==> config.mk <==
export PLATFORM = sky130hd
export DESIGN_NAME = fp_reduce_scheduler
export DESIGN_NICKNAME = d
export VERILOG_FILES = /design/src/rtl/fp_reduce_scheduler_pkg.sv /design/src/rtl/fp_reduce_scheduler_fp_adder.sv /design/src/rtl/fp_reduce_scheduler.sv
export SDC_FILE = /design/constraint.sdc
export NUM_CORES = 1
export LEC_CHECK = 0
export CORE_ASPECT_RATIO = 0.5
export CORE_MARGIN = 5
export CORE_UTILIZATION = 50
export CTS_BUF_LIST = sky130_fd_sc_hd__clkbuf_4 sky130_fd_sc_hd__clkbuf_8 sky130_fd_sc_hd__clkbuf_16
export DETAILED_ROUTE_END_ITERATION = 10
export PLACE_DENSITY = 0.67
export SLEW_MARGIN = 40
export SYNTH_ARGS = -nofsm -noshare
export SYNTH_HDL_FRONTEND = slang
export SYNTH_SLANG_ARGS = --single-unit
==> constraint.sdc <==
create_clock -name clk -period 27 [get_ports clk]
set_clock_uncertainty 0.1 [all_clocks]
set_input_delay 5.4 -clock clk [delete_from_list [all_inputs] [get_ports clk]]
set_output_delay 5.4 -clock clk [all_outputs]
set_load 0.005 [all_outputs]
==> src/rtl/fp_reduce_scheduler_pkg.sv <==
// Shared constants and state encoding for the FP reduction scheduler.
package fp_reduce_scheduler_pkg;

  localparam int unsigned FpWidth   = 32;
  localparam int unsigned DefAddLat = 3;
  localparam int unsigned DefMaxCh  = 128;

  typedef enum logic [1:0] {
    StIdle   = 2'd0,
    StAccum  = 2'd1,
    StOutput = 2'd2
  } state_e;

endpackage

==> src/rtl/fp_reduce_scheduler_fp_adder.sv <==
// Fixed-latency single-precision adder: combinational add/round, then a Lat-deep pipe.
module fp_reduce_scheduler_fp_adder
  import fp_reduce_scheduler_pkg::*;
#(
  parameter int unsigned Lat = DefAddLat
) (
  input  logic               clk,
  input  logic               rst_n,
  input  logic [FpWidth-1:0] a_i,
  input  logic [FpWidth-1:0] b_i,
  input  logic               mode_i,   // 0 add, 1 subtract
  input  logic               rmode_i,  // 0 nearest-even, 1 toward zero
  input  logic               valid_i,
  output logic [FpWidth-1:0] result_o,
  output logic               valid_o
);

  logic [31:0] b_eff, big, sml, sum_res;
  logic [7:0]  e_big, e_sml, d;
  logic [23:0] m_big, m_sml;
  logic [26:0] sml_ext, sml_sh, norm;
  logic [27:0] sum;
  logic [9:0]  exp_w;
  logic [4:0]  lz, sh;
  logic [24:0] mant;
  logic        rnd, sticky;

  logic [31:0]    res_q [Lat];
  logic [Lat-1:0] vld_q;

  // Align, add, normalise and round; big always holds the larger magnitude
  always_comb begin
    b_eff = {b_i[31] ^ mode_i, b_i[30:0]};
    if (a_i[30:0] >= b_eff[30:0]) begin
      big = a_i;
      sml = b_eff;
    end else begin
      big = b_eff;
      sml = a_i;
    end
    // Subnormals use exponent 1 with no hidden bit
    e_big   = (big[30:23] == 8'd0) ? 8'd1 : big[30:23];
    e_sml   = (sml[30:23] == 8'd0) ? 8'd1 : sml[30:23];
    m_big   = {big[30:23] != 8'd0, big[22:0]};
    m_sml   = {sml[30:23] != 8'd0, sml[22:0]};
    d       = e_big - e_sml;
    sml_ext = {m_sml, 3'b000};
    sticky  = 1'b0;
    if (d > 8'd26) begin
      sml_sh = {26'd0, |m_sml};
    end else begin
      sticky = |(sml_ext & ((27'd1 << d) - 27'd1));
      sml_sh = (sml_ext >> d) | {26'd0, sticky};
    end
    if (big[31] ^ sml[31]) sum = {1'b0, m_big, 3'b000} - {1'b0, sml_sh};
    else                   sum = {1'b0, m_big, 3'b000} + {1'b0, sml_sh};

    exp_w = {2'b00, e_big};
    lz    = 5'd0;
    sh    = 5'd0;
    norm  = sum[26:0];
    if (sum[27]) begin
      norm  = sum[27:1] | {26'd0, sum[0]};
      exp_w = exp_w + 10'd1;
    end else begin
      for (int k = 0; k <= 26; k++) begin
        if (sum[k]) lz = 5'(26 - k);
      end
      // Never shift below the minimum exponent; the rest becomes subnormal
      sh    = (10'(lz) < exp_w) ? lz : 5'(exp_w - 10'd1);
      norm  = sum[26:0] << sh;
      exp_w = exp_w - 10'(sh);
      if (!norm[26]) exp_w = 10'd0;
    end

    rnd  = !rmode_i && norm[2] && (norm[1] || norm[0] || norm[3]);
    mant = {1'b0, norm[26:3]} + 25'(rnd);
    if (mant[24]) begin
      exp_w = exp_w + 10'd1;
      mant  = mant >> 1;
    end else if (exp_w == 10'd0 && mant[23]) begin
      exp_w = 10'd1;
    end

    if (big[30:23] == 8'hFF)    sum_res = big;
    else if (sum == 28'd0)      sum_res = 32'd0;
    else if (exp_w >= 10'd255)  sum_res = {big[31], 8'hFF, 23'd0};
    else                        sum_res = {big[31], exp_w[7:0], mant[22:0]};
  end

  // Latency pipe for result and valid
  always_ff @(posedge clk or negedge rst_n) begin
    if (!rst_n) begin
      vld_q <= '0;
      for (int k = 0; k < Lat; k++) res_q[k] <= '0;
    end else begin
      vld_q[0] <= valid_i;
      res_q[0] <= sum_res;
      for (int k = 1; k < Lat; k++) begin
        vld_q[k] <= vld_q[k-1];
        res_q[k] <= res_q[k-1];
      end
    end
  end

  assign result_o = res_q[Lat-1];
  assign valid_o  = vld_q[Lat-1];

endmodule

==> src/rtl/fp_reduce_scheduler.sv <==
// Streams Num_Ch operands into a shared pipelined adder, pairing inputs, results and
// one holding register until a single sum remains.
module fp_reduce_scheduler
  import fp_reduce_scheduler_pkg::*;
#(
  parameter int unsigned ADD_LAT = DefAddLat,
  parameter int unsigned MAX_CH  = DefMaxCh
) (
  input  logic               clk,
  input  logic               rst_n,
  input  logic               Start,
  input  logic [7:0]         Num_Ch,
  input  logic [FpWidth-1:0] Data_In,
  input  logic               Valid_In,
  output logic               In_Ready,
  output logic [FpWidth-1:0] Data_Out,
  output logic               Valid_Out,
  input  logic               Out_Ready,
  output logic               Busy
);

  localparam logic [7:0] MaxCh = 8'(MAX_CH);

  state_e             state_q;
  logic [7:0]         num_q, rx_cnt_q, add_cnt_q, inflight_q, rx_cnt_d;
  logic [FpWidth-1:0] h_q, h_d, data_out_q, op_a, op_b, add_res;
  logic               h_vld_q, h_vld_d, in_ready_q, valid_out_q, busy_q;
  logic               in_fire, res_fire, issue, add_vld, done;

  assign in_fire  = Valid_In && in_ready_q;
  // Results only count while a reduction owns them
  assign res_fire = add_vld && (state_q == StAccum) && (inflight_q != 8'd0);
  assign rx_cnt_d = rx_cnt_q + 8'(in_fire);
  assign done     = (state_q == StAccum) && (rx_cnt_q == num_q) &&
                    (add_cnt_q == num_q - 8'd1) && (inflight_q == 8'd0) && h_vld_q;

  // Pair this cycle's input, adder result and holding register
  always_comb begin
    issue   = 1'b0;
    op_a    = Data_In;
    op_b    = add_res;
    h_d     = h_q;
    h_vld_d = h_vld_q;
    if (in_fire && res_fire) begin
      issue = 1'b1;
    end else if (in_fire || res_fire) begin
      if (h_vld_q) begin
        issue   = 1'b1;
        op_a    = h_q;
        op_b    = in_fire ? Data_In : add_res;
        h_vld_d = 1'b0;
      end else begin
        h_d     = in_fire ? Data_In : add_res;
        h_vld_d = 1'b1;
      end
    end
  end

  // Control FSM, counters and registered outputs
  always_ff @(posedge clk or negedge rst_n) begin
    if (!rst_n) begin
      state_q     <= StIdle;
      num_q       <= 8'd0;
      rx_cnt_q    <= 8'd0;
      add_cnt_q   <= 8'd0;
      inflight_q  <= 8'd0;
      h_q         <= '0;
      h_vld_q     <= 1'b0;
      data_out_q  <= '0;
      valid_out_q <= 1'b0;
      in_ready_q  <= 1'b0;
      busy_q      <= 1'b0;
    end else begin
      unique case (state_q)
        StIdle: begin
          if (Start && (Num_Ch != 8'd0) && (Num_Ch <= MaxCh)) begin
            state_q    <= StAccum;
            num_q      <= Num_Ch;
            rx_cnt_q   <= 8'd0;
            add_cnt_q  <= 8'd0;
            inflight_q <= 8'd0;
            h_vld_q    <= 1'b0;
            in_ready_q <= 1'b1;
            busy_q     <= 1'b1;
          end
        end
        StAccum: begin
          rx_cnt_q   <= rx_cnt_d;
          add_cnt_q  <= add_cnt_q + 8'(issue);
          inflight_q <= inflight_q + 8'(issue) - 8'(res_fire);
          h_q        <= h_d;
          h_vld_q    <= h_vld_d;
          in_ready_q <= (rx_cnt_d < num_q);
          if (done) begin
            state_q     <= StOutput;
            data_out_q  <= h_q;
            valid_out_q <= 1'b1;
            h_vld_q     <= 1'b0;
            in_ready_q  <= 1'b0;
          end
        end
        StOutput: begin
          if (Out_Ready) begin
            state_q     <= StIdle;
            valid_out_q <= 1'b0;
            busy_q      <= 1'b0;
          end
        end
        default: state_q <= StIdle;
      endcase
    end
  end

  fp_reduce_scheduler_fp_adder #(
    .Lat (ADD_LAT)
  ) u_adder (
    .clk      (clk),
    .rst_n    (rst_n),
    .a_i      (op_a),
    .b_i      (op_b),
    .mode_i   (1'b0),
    .rmode_i  (1'b0),
    .valid_i  (issue),
    .result_o (add_res),
    .valid_o  (add_vld)
  );

  assign In_Ready  = in_ready_q;
  assign Data_Out  = data_out_q;
  assign Valid_Out = valid_out_q;
  assign Busy      = busy_q;

endmodule

Word level (Yosys, flattened, before mapping)
Cells that the tools add are included.

storage, ports and cells
  register bits after elaboration = 201
  bits of input ports = 45
  word-level logic and storage cells = 167

operators by class
  $add $sub $neg = 14
  magnitude comparators = 6
  equal/unequal tests = 10
  shift-type cells = 3
  multiplexer cells = 75
  bitwise gates (word level) = 6
  reduce and logical (&&, ||, !) cells = 38

operator list
  operator                                                               number
  32-bit two-way mux                                                     11
  5-bit two-way mux                                                      29
  27-bit two-way mux                                                     2
  27-bit by 1-bit OR with 27-bit output                                  2
  8-bit case mux with 2 select lines                                     3
  10-bit two-way mux                                                     4
  8-bit nonzero test                                                     4
  31-bit greater-or-equal comparator                                     1
  31-bit two-way mux                                                     1
  27-bit by 27-bit adder with 28-bit output                              1
  28-bit zero test                                                       1
  28-bit two-way mux                                                     1
  27-bit by 27-bit subtractor with 28-bit output                         1
  27-bit AND                                                             1
  27-bit OR reduction                                                    1
  1-bit by 8-bit left shift with 27-bit output (first input constant)    1
  27-bit by 5-bit left shift with 27-bit output                          1
  27-bit by 8-bit >> shifter with 27-bit output                          1
  27-bit by 1-bit subtractor with 27-bit output (second input constant)  1
  24-bit by 1-bit adder with 25-bit output                               1
  8-bit by 1-bit adder with 8-bit output                                 3
  8-bit zero test                                                        3
  8-bit two-way mux                                                      3
  24-bit OR reduction                                                    1
  other kinds (34)                                                       74

Longest topological paths before layout
Gate-level depths: netlist (run 1).

  depth in word-level cells = 62
  mapped depth = 91

By module
Synthesis (run 1) repeated with hierarchy kept, for this count alone.

second synthesis, totals
  cells, all modules = 2684
  area, all modules = 21400.5 um^2

by module, submodules not included
  module                        times used  cells each  area an instance (um^2)  sequential area each (um^2)
  fp_reduce_scheduler_fp_adder  1           2099        15219.6                  2477.4
  fp_reduce_scheduler           1           585         6180.9                   2552.4

Worst setup path after synthesis (run 1)
No wires, ideal clock.

  path kind = input to register
  start point = input Valid_In
  end point = register u_adder.res_q[84] (netlist bit)
  library setup time = 0.122 ns
  arrival time = 22.654 ns
  slack = 4.124 ns
  stages = 86
  cell sequence = nand2_4 inv_2 a22oi_4 a21o_1 buf_2 buf_2 buf_2 mux2_2 ha_1 a21o_1 a21o_1 a211o_1 a311o_1 o32a_1 o21a_4 buf_6 nor2_4 buf_2 [... 50 more ...] buf_6 buf_6 clkbuf_1 ha_1 inv_1 fa_1 nor2_1 o21ai_0 a311oi_1 nor3_1 a2111oi_0 o21a_1 nand4_1 nor4b_2 mux2i_1 o21bai_4 buf_6 o2bb2ai_1

on the way
  longest elaborated chain between the ends = 61

RTL lines
  item                                                           line                                                                    RTL
  start: declaration                                             fp_reduce_scheduler.sv:14                                               input logic Valid_In,
  1-bit logical AND *                                            fp_reduce_scheduler.sv:30                                               assign in_fire = Valid_In && in_ready_q;
  32-bit two-way mux                                             fp_reduce_scheduler.sv:50                                               op_b = in_fire ? Data_In : add_res;
  32-bit two-way mux                                             fp_reduce_scheduler.sv:47                                               if (h_vld_q) begin
  32-bit two-way mux                                             fp_reduce_scheduler.sv:46                                               end else if (in_fire || res_fire) begin
  32-bit two-way mux                                             fp_reduce_scheduler.sv:44                                               if (in_fire && res_fire) begin
  31-bit greater-or-equal comparator                             fp_reduce_scheduler_fp_adder.sv:34                                      if (a_i[30:0] >= b_eff[30:0]) begin
  32-bit two-way mux                                             fp_reduce_scheduler_fp_adder.sv:34
  8-bit zero test (on tied branches)                             fp_reduce_scheduler_fp_adder.sv:42, fp_reduce_scheduler_fp_adder.sv:43
  [... 46 more ...]                                              n/a
  1-bit logical AND                                              fp_reduce_scheduler_fp_adder.sv:81                                      end else if (exp_w == 10'd0 && mant[23]) begin
  10-bit two-way mux                                             fp_reduce_scheduler_fp_adder.sv:81
  10-bit two-way mux                                             fp_reduce_scheduler_fp_adder.sv:78                                      if (mant[24]) begin
  10-bit by 8-bit greater-or-equal comparator with 1-bit output  fp_reduce_scheduler_fp_adder.sv:87                                      else if (exp_w >= 10'd255) sum_res = {big[31], 8'hFF, 23'd0};
  31-bit two-way mux                                             fp_reduce_scheduler_fp_adder.sv:87
  32-bit two-way mux                                             fp_reduce_scheduler_fp_adder.sv:86                                      else if (sum == 28'd0) sum_res = 32'd0;
  32-bit two-way mux *                                           fp_reduce_scheduler_fp_adder.sv:85                                      if (big[30:23] == 8'hFF) sum_res = big;
  via u_adder.sum_res[20]                                        fp_reduce_scheduler_fp_adder.sv:18                                      logic [31:0] b_eff, big, sml, sum_res;
  end signal: indexed assignment                                 fp_reduce_scheduler_fp_adder.sv:101                                     res_q[k] <= res_q[k-1];
  end: declaration                                               fp_reduce_scheduler_fp_adder.sv:28                                      logic [31:0] res_q [Lat];

Mark *: on every way through the listed nets, which the timed path passes. The rest lies on a longest branch. The select of a mux whose other input is x is not followed.
A chain may end at the register's enable or synchronous reset.

Worst setup path in the final report (run 1)
  start point = input Valid_In
  end point = register u_adder.res_q[85] (netlist bit)

Same word-level chain as after synthesis.

==> results of run 1 <==
## layer usage
| layer | wire length (um) | vias to the layer above | global-route usage |
|---|---|---|---|
| met3 | 9700 | 172 | 0.0812 |
| met4 | 2230 | 0 | 0.0785 |
| met1 | 37200 | 10700 | 0.492 |
| met5 | 0 | - | 0 |
| li1 | - | 10200 | - |
| met2 | 33300 | 1300 | 0.480 |
## path summary, 6_finish.rpt
path,slack (ps),start,end,cells after the start
worst max-delay path,1260,Valid_In,u_adder.res_q[85],68
worst min-delay path,250,u_adder.res_q[58],u_adder.result_o[26],0
worst max register to register,6170,In_Ready,u_adder.res_q[85],67
worst min register to register,250,u_adder.res_q[58],u_adder.result_o[26],0
max in group asynchronous,20920,rst_n,u_adder.res_q[78],2
min in group asynchronous,4790,rst_n,inflight_q[3],1
## repair_timing
action	in CTS	in global routing
endpoints found under the hold margin	0	0
endpoints found under the setup margin	0	30
gates resized for setup	0	4
setup buffers	0	0
## synth_stat cells (25+ instances only)
cell type	count	share of area
sky130_fd_sc_hd__o211ai_1	36	0.012
sky130_fd_sc_hd__nand4_1	29	0.0084
sky130_fd_sc_hd__dfrtp_1	201	0.23
sky130_fd_sc_hd__a21o_1	33	0.011
sky130_fd_sc_hd__nor2_1	202	0.035
sky130_fd_sc_hd__o31ai_1	27	0.0093
sky130_fd_sc_hd__o21ai_0	209	0.048
sky130_fd_sc_hd__a31oi_1	43	0.012
sky130_fd_sc_hd__ha_1	117	0.067
sky130_fd_sc_hd__nand2_1	310	0.054
sky130_fd_sc_hd__and2_1	27	0.0078
sky130_fd_sc_hd__buf_1	25	0.0043
sky130_fd_sc_hd__and3_1	31	0.0089
sky130_fd_sc_hd__nand3_1	85	0.020
sky130_fd_sc_hd__o21ai_1	43	0.0099
sky130_fd_sc_hd__clkbuf_1	101	0.017
sky130_fd_sc_hd__mux2i_1	114	0.053
sky130_fd_sc_hd__nand2b_1	29	0.0084
sky130_fd_sc_hd__buf_2	35	0.0081
sky130_fd_sc_hd__mux2_2	63	0.033
sky130_fd_sc_hd__a211oi_1	32	0.011
sky130_fd_sc_hd__xor2_1	40	0.016
sky130_fd_sc_hd__xnor2_1	52	0.021
sky130_fd_sc_hd__inv_1	128	0.022
sky130_fd_sc_hd__nor3_1	84	0.019
sky130_fd_sc_hd__a21oi_1	195	0.045
## cell type report
| class | count | area [um^2] | area share |
|---|---|---|---|
| clock inverters | 8 | 61.3 | 0.00259 |
| flip-flops and latches | 201 | 5030 | 0.213 |
| clock buffers | 27 | 596 | 0.0252 |
| well taps | 577 | 722 | 0.0305 |
| multi-input cells | 2261 | 15500 | 0.656 |
| repair buffers | 134 | 1220 | 0.0515 |
| inverters | 136 | 513 | 0.0217 |
## cells by family after synthesis
logic type      Yosys count  synth area share
flops                   201             0.232
fa+ha+maj               122            0.0716
simple gates            959             0.221
compound gates          893             0.278
buf+inv                 306            0.0576
xor+xnor                 93            0.0382
mux                     194             0.102
## flip-flops by register name, indices dropped and copies added (netlist names)
name	cells
In_Ready	1
h_q	32
u_adder.res_q	64
num_q	8
state_q	2
rx_cnt_q	8
u_adder.vld_q	3
Data_Out	32
h_vld_q	1
inflight_q	8
Busy	1
u_adder.result_o	32
add_cnt_q	8
Valid_Out	1
## per-stage QoR
stage / hold WS [ps] / util / instances
after global placement: 232 / 0.540 / 3307
after detailed placement: 235 / 0.541 / 3309
after CTS: 248 / 0.557 / 3344
after global routing: 250 / 0.557 / 3344
after floorplan: 231 / - / 2768
final: 246 / 0.557 / 3344
## worst max-delay path, delay by kind of cell
family,cells,cell delay [ps]
buffers and inverters,6,2220
adder cells (fa/ha/maj),5,1690
XOR/XNOR,2,770
multiplexers,3,1400
AND/OR/NAND/NOR,25,6610
AO/OA/AOI/OAI,27,7830
==> flow_summary_export.csv, run 1 <==
group,metric,value,unit
floorplan,floorplan.core_area,42400,um^2
route,vias,22400,
grt,pin_count_of_the_biggest_net_entering_global_routing,75,
floorplan,initial_core_util,0.511,
route,average_wire_length_per_cell_after_detail_routing,24.6,um
grt,antenna_found_initial,3,
sta,rsz_0062_raised_after_global_routing,"false",
layout,area_growth_syn_to_layout,8.99,%
synth,syn_nets,2934,
sta,final_period_minus_worst_setup_slack,25740,ps
place,place_worst_setup_slack,1150,ps
setup_path,critical_path_arrival,26010,ps
synth,syn_area,21700,um^2
grt,grt_use_total,0.329,
place,dpl-instance-area,23000,um^2
synth,yosysWarnings,0,
layout,commonest_non_fill_non_tap_cell_in_the_layout,"sky130_fd_sc_hd__nand2_1",
sta,fmaxAchievable,0.0388,GHz
sta,fin_ws,1260,ps
status,status,"finished clean",
layout,final_design_area_no_fill,23600,um^2
synth,synth_top_flop_cell,"sky130_fd_sc_hd__dfrtp_1",
sta,report.final.setup_viol,0,
setup_path,end_kind,"register",
cts,cts-buffers-inserted,21,
cts,cts_max_path_buffers,3,
floorplan,die_w,305,um
synth,synth_edf_count,0,
layout,nets,2921,
route,final_antenna_net_count,0,
setup_path,slowest_cell_delay_on_critical_path,700,ps
sta,final_max_slew_viol_count,0,
sta,slew_headroom,0.400,
route,via_per_inst,6.71,
sta,report.final.hold_viol_count,0,
synth,synth-seq-cells,201,
worst_hold_path,min_path_type,"reg -> reg",
place,dp.final_hpwl,65.0,mm
setup_path,critical_path.slowest_cell,"sky130_fd_sc_hd__mux2i_2",
floorplan,die_h,157,um
route,drc_errors,0,
route,first_iter_violations,3225,
floorplan,overall_die_area,47900,um^2
setup_path,cp_max_fo,37,
run,drv_cap,0,
setup_path,setup.worst_path.start_class,"input pin",
setup_path,cpMostUsedCell,"sky130_fd_sc_hd__nand2_1",
synth,synth_seq_area_share,0.232,
synth,async_reset_ff_frac,1.00,
grt,grt_overflow,0,
layout,final_cell_mix,"sky130_fd_sc_hd__nand2_1, sky130_fd_sc_hd__o21ai_0, sky130_fd_sc_hd__nor2_1, sky130_fd_sc_hd__dfrtp_1, sky130_fd_sc_hd__a21oi_1",
synth,post_synth_inst_count,2768,
grt,first_pass_grt_wire_length,126,mm
grt,grt_pass1_vias,20500,
synth,yosys.cell_types.count,133,
layout,final_layout_size_suffix_gt1_frac,0.0990,
layout,fill_cells,3953,
cts,clkSinkCount,201,
synth,avgSynthCellArea,7.84,um^2
route,drt-pass1-iter-count,6,
cts,cts_hold_buffers,0,
floorplan,number_of_rows_created_at_floorplan,53,
setup_path,timing.critical_path.required,27260,ps
floorplan,floorplan.io_pins,80,
sta,worst-slew-pin-transition,900,ps
cts,cts-htree-levels,1,
cts,worst_skew_pair.late_latency,500,ps
cts,tritoncts,"yes",
route,detail_route.wirelength,82.4,mm
place,place.port_buffers,79,
setup_path,criticalPathCategory,"in -> reg",
layout,antennaDiodeCount,0,
sta,setup_tns,0,ps
cts,path_clk_slew,70,ps
cts,root_buffer,"sky130_fd_sc_hd__clkbuf_16",
sta,finalCritPeriodShare,0.953,
place,place_congestion,1.05,
Power of run 1 is left out: the tool's default activity adds up to more than one toggle a clock period on the data nets, which glitch-free logic cannot reach.
==> run 2: changes to the inputs <==
ABC_AREA = 0   (was not set)
==> results of run 2 <==
Final layout, timing and power as in run 1 (identical DEF).
Power of run 2 is left out for the same reason.
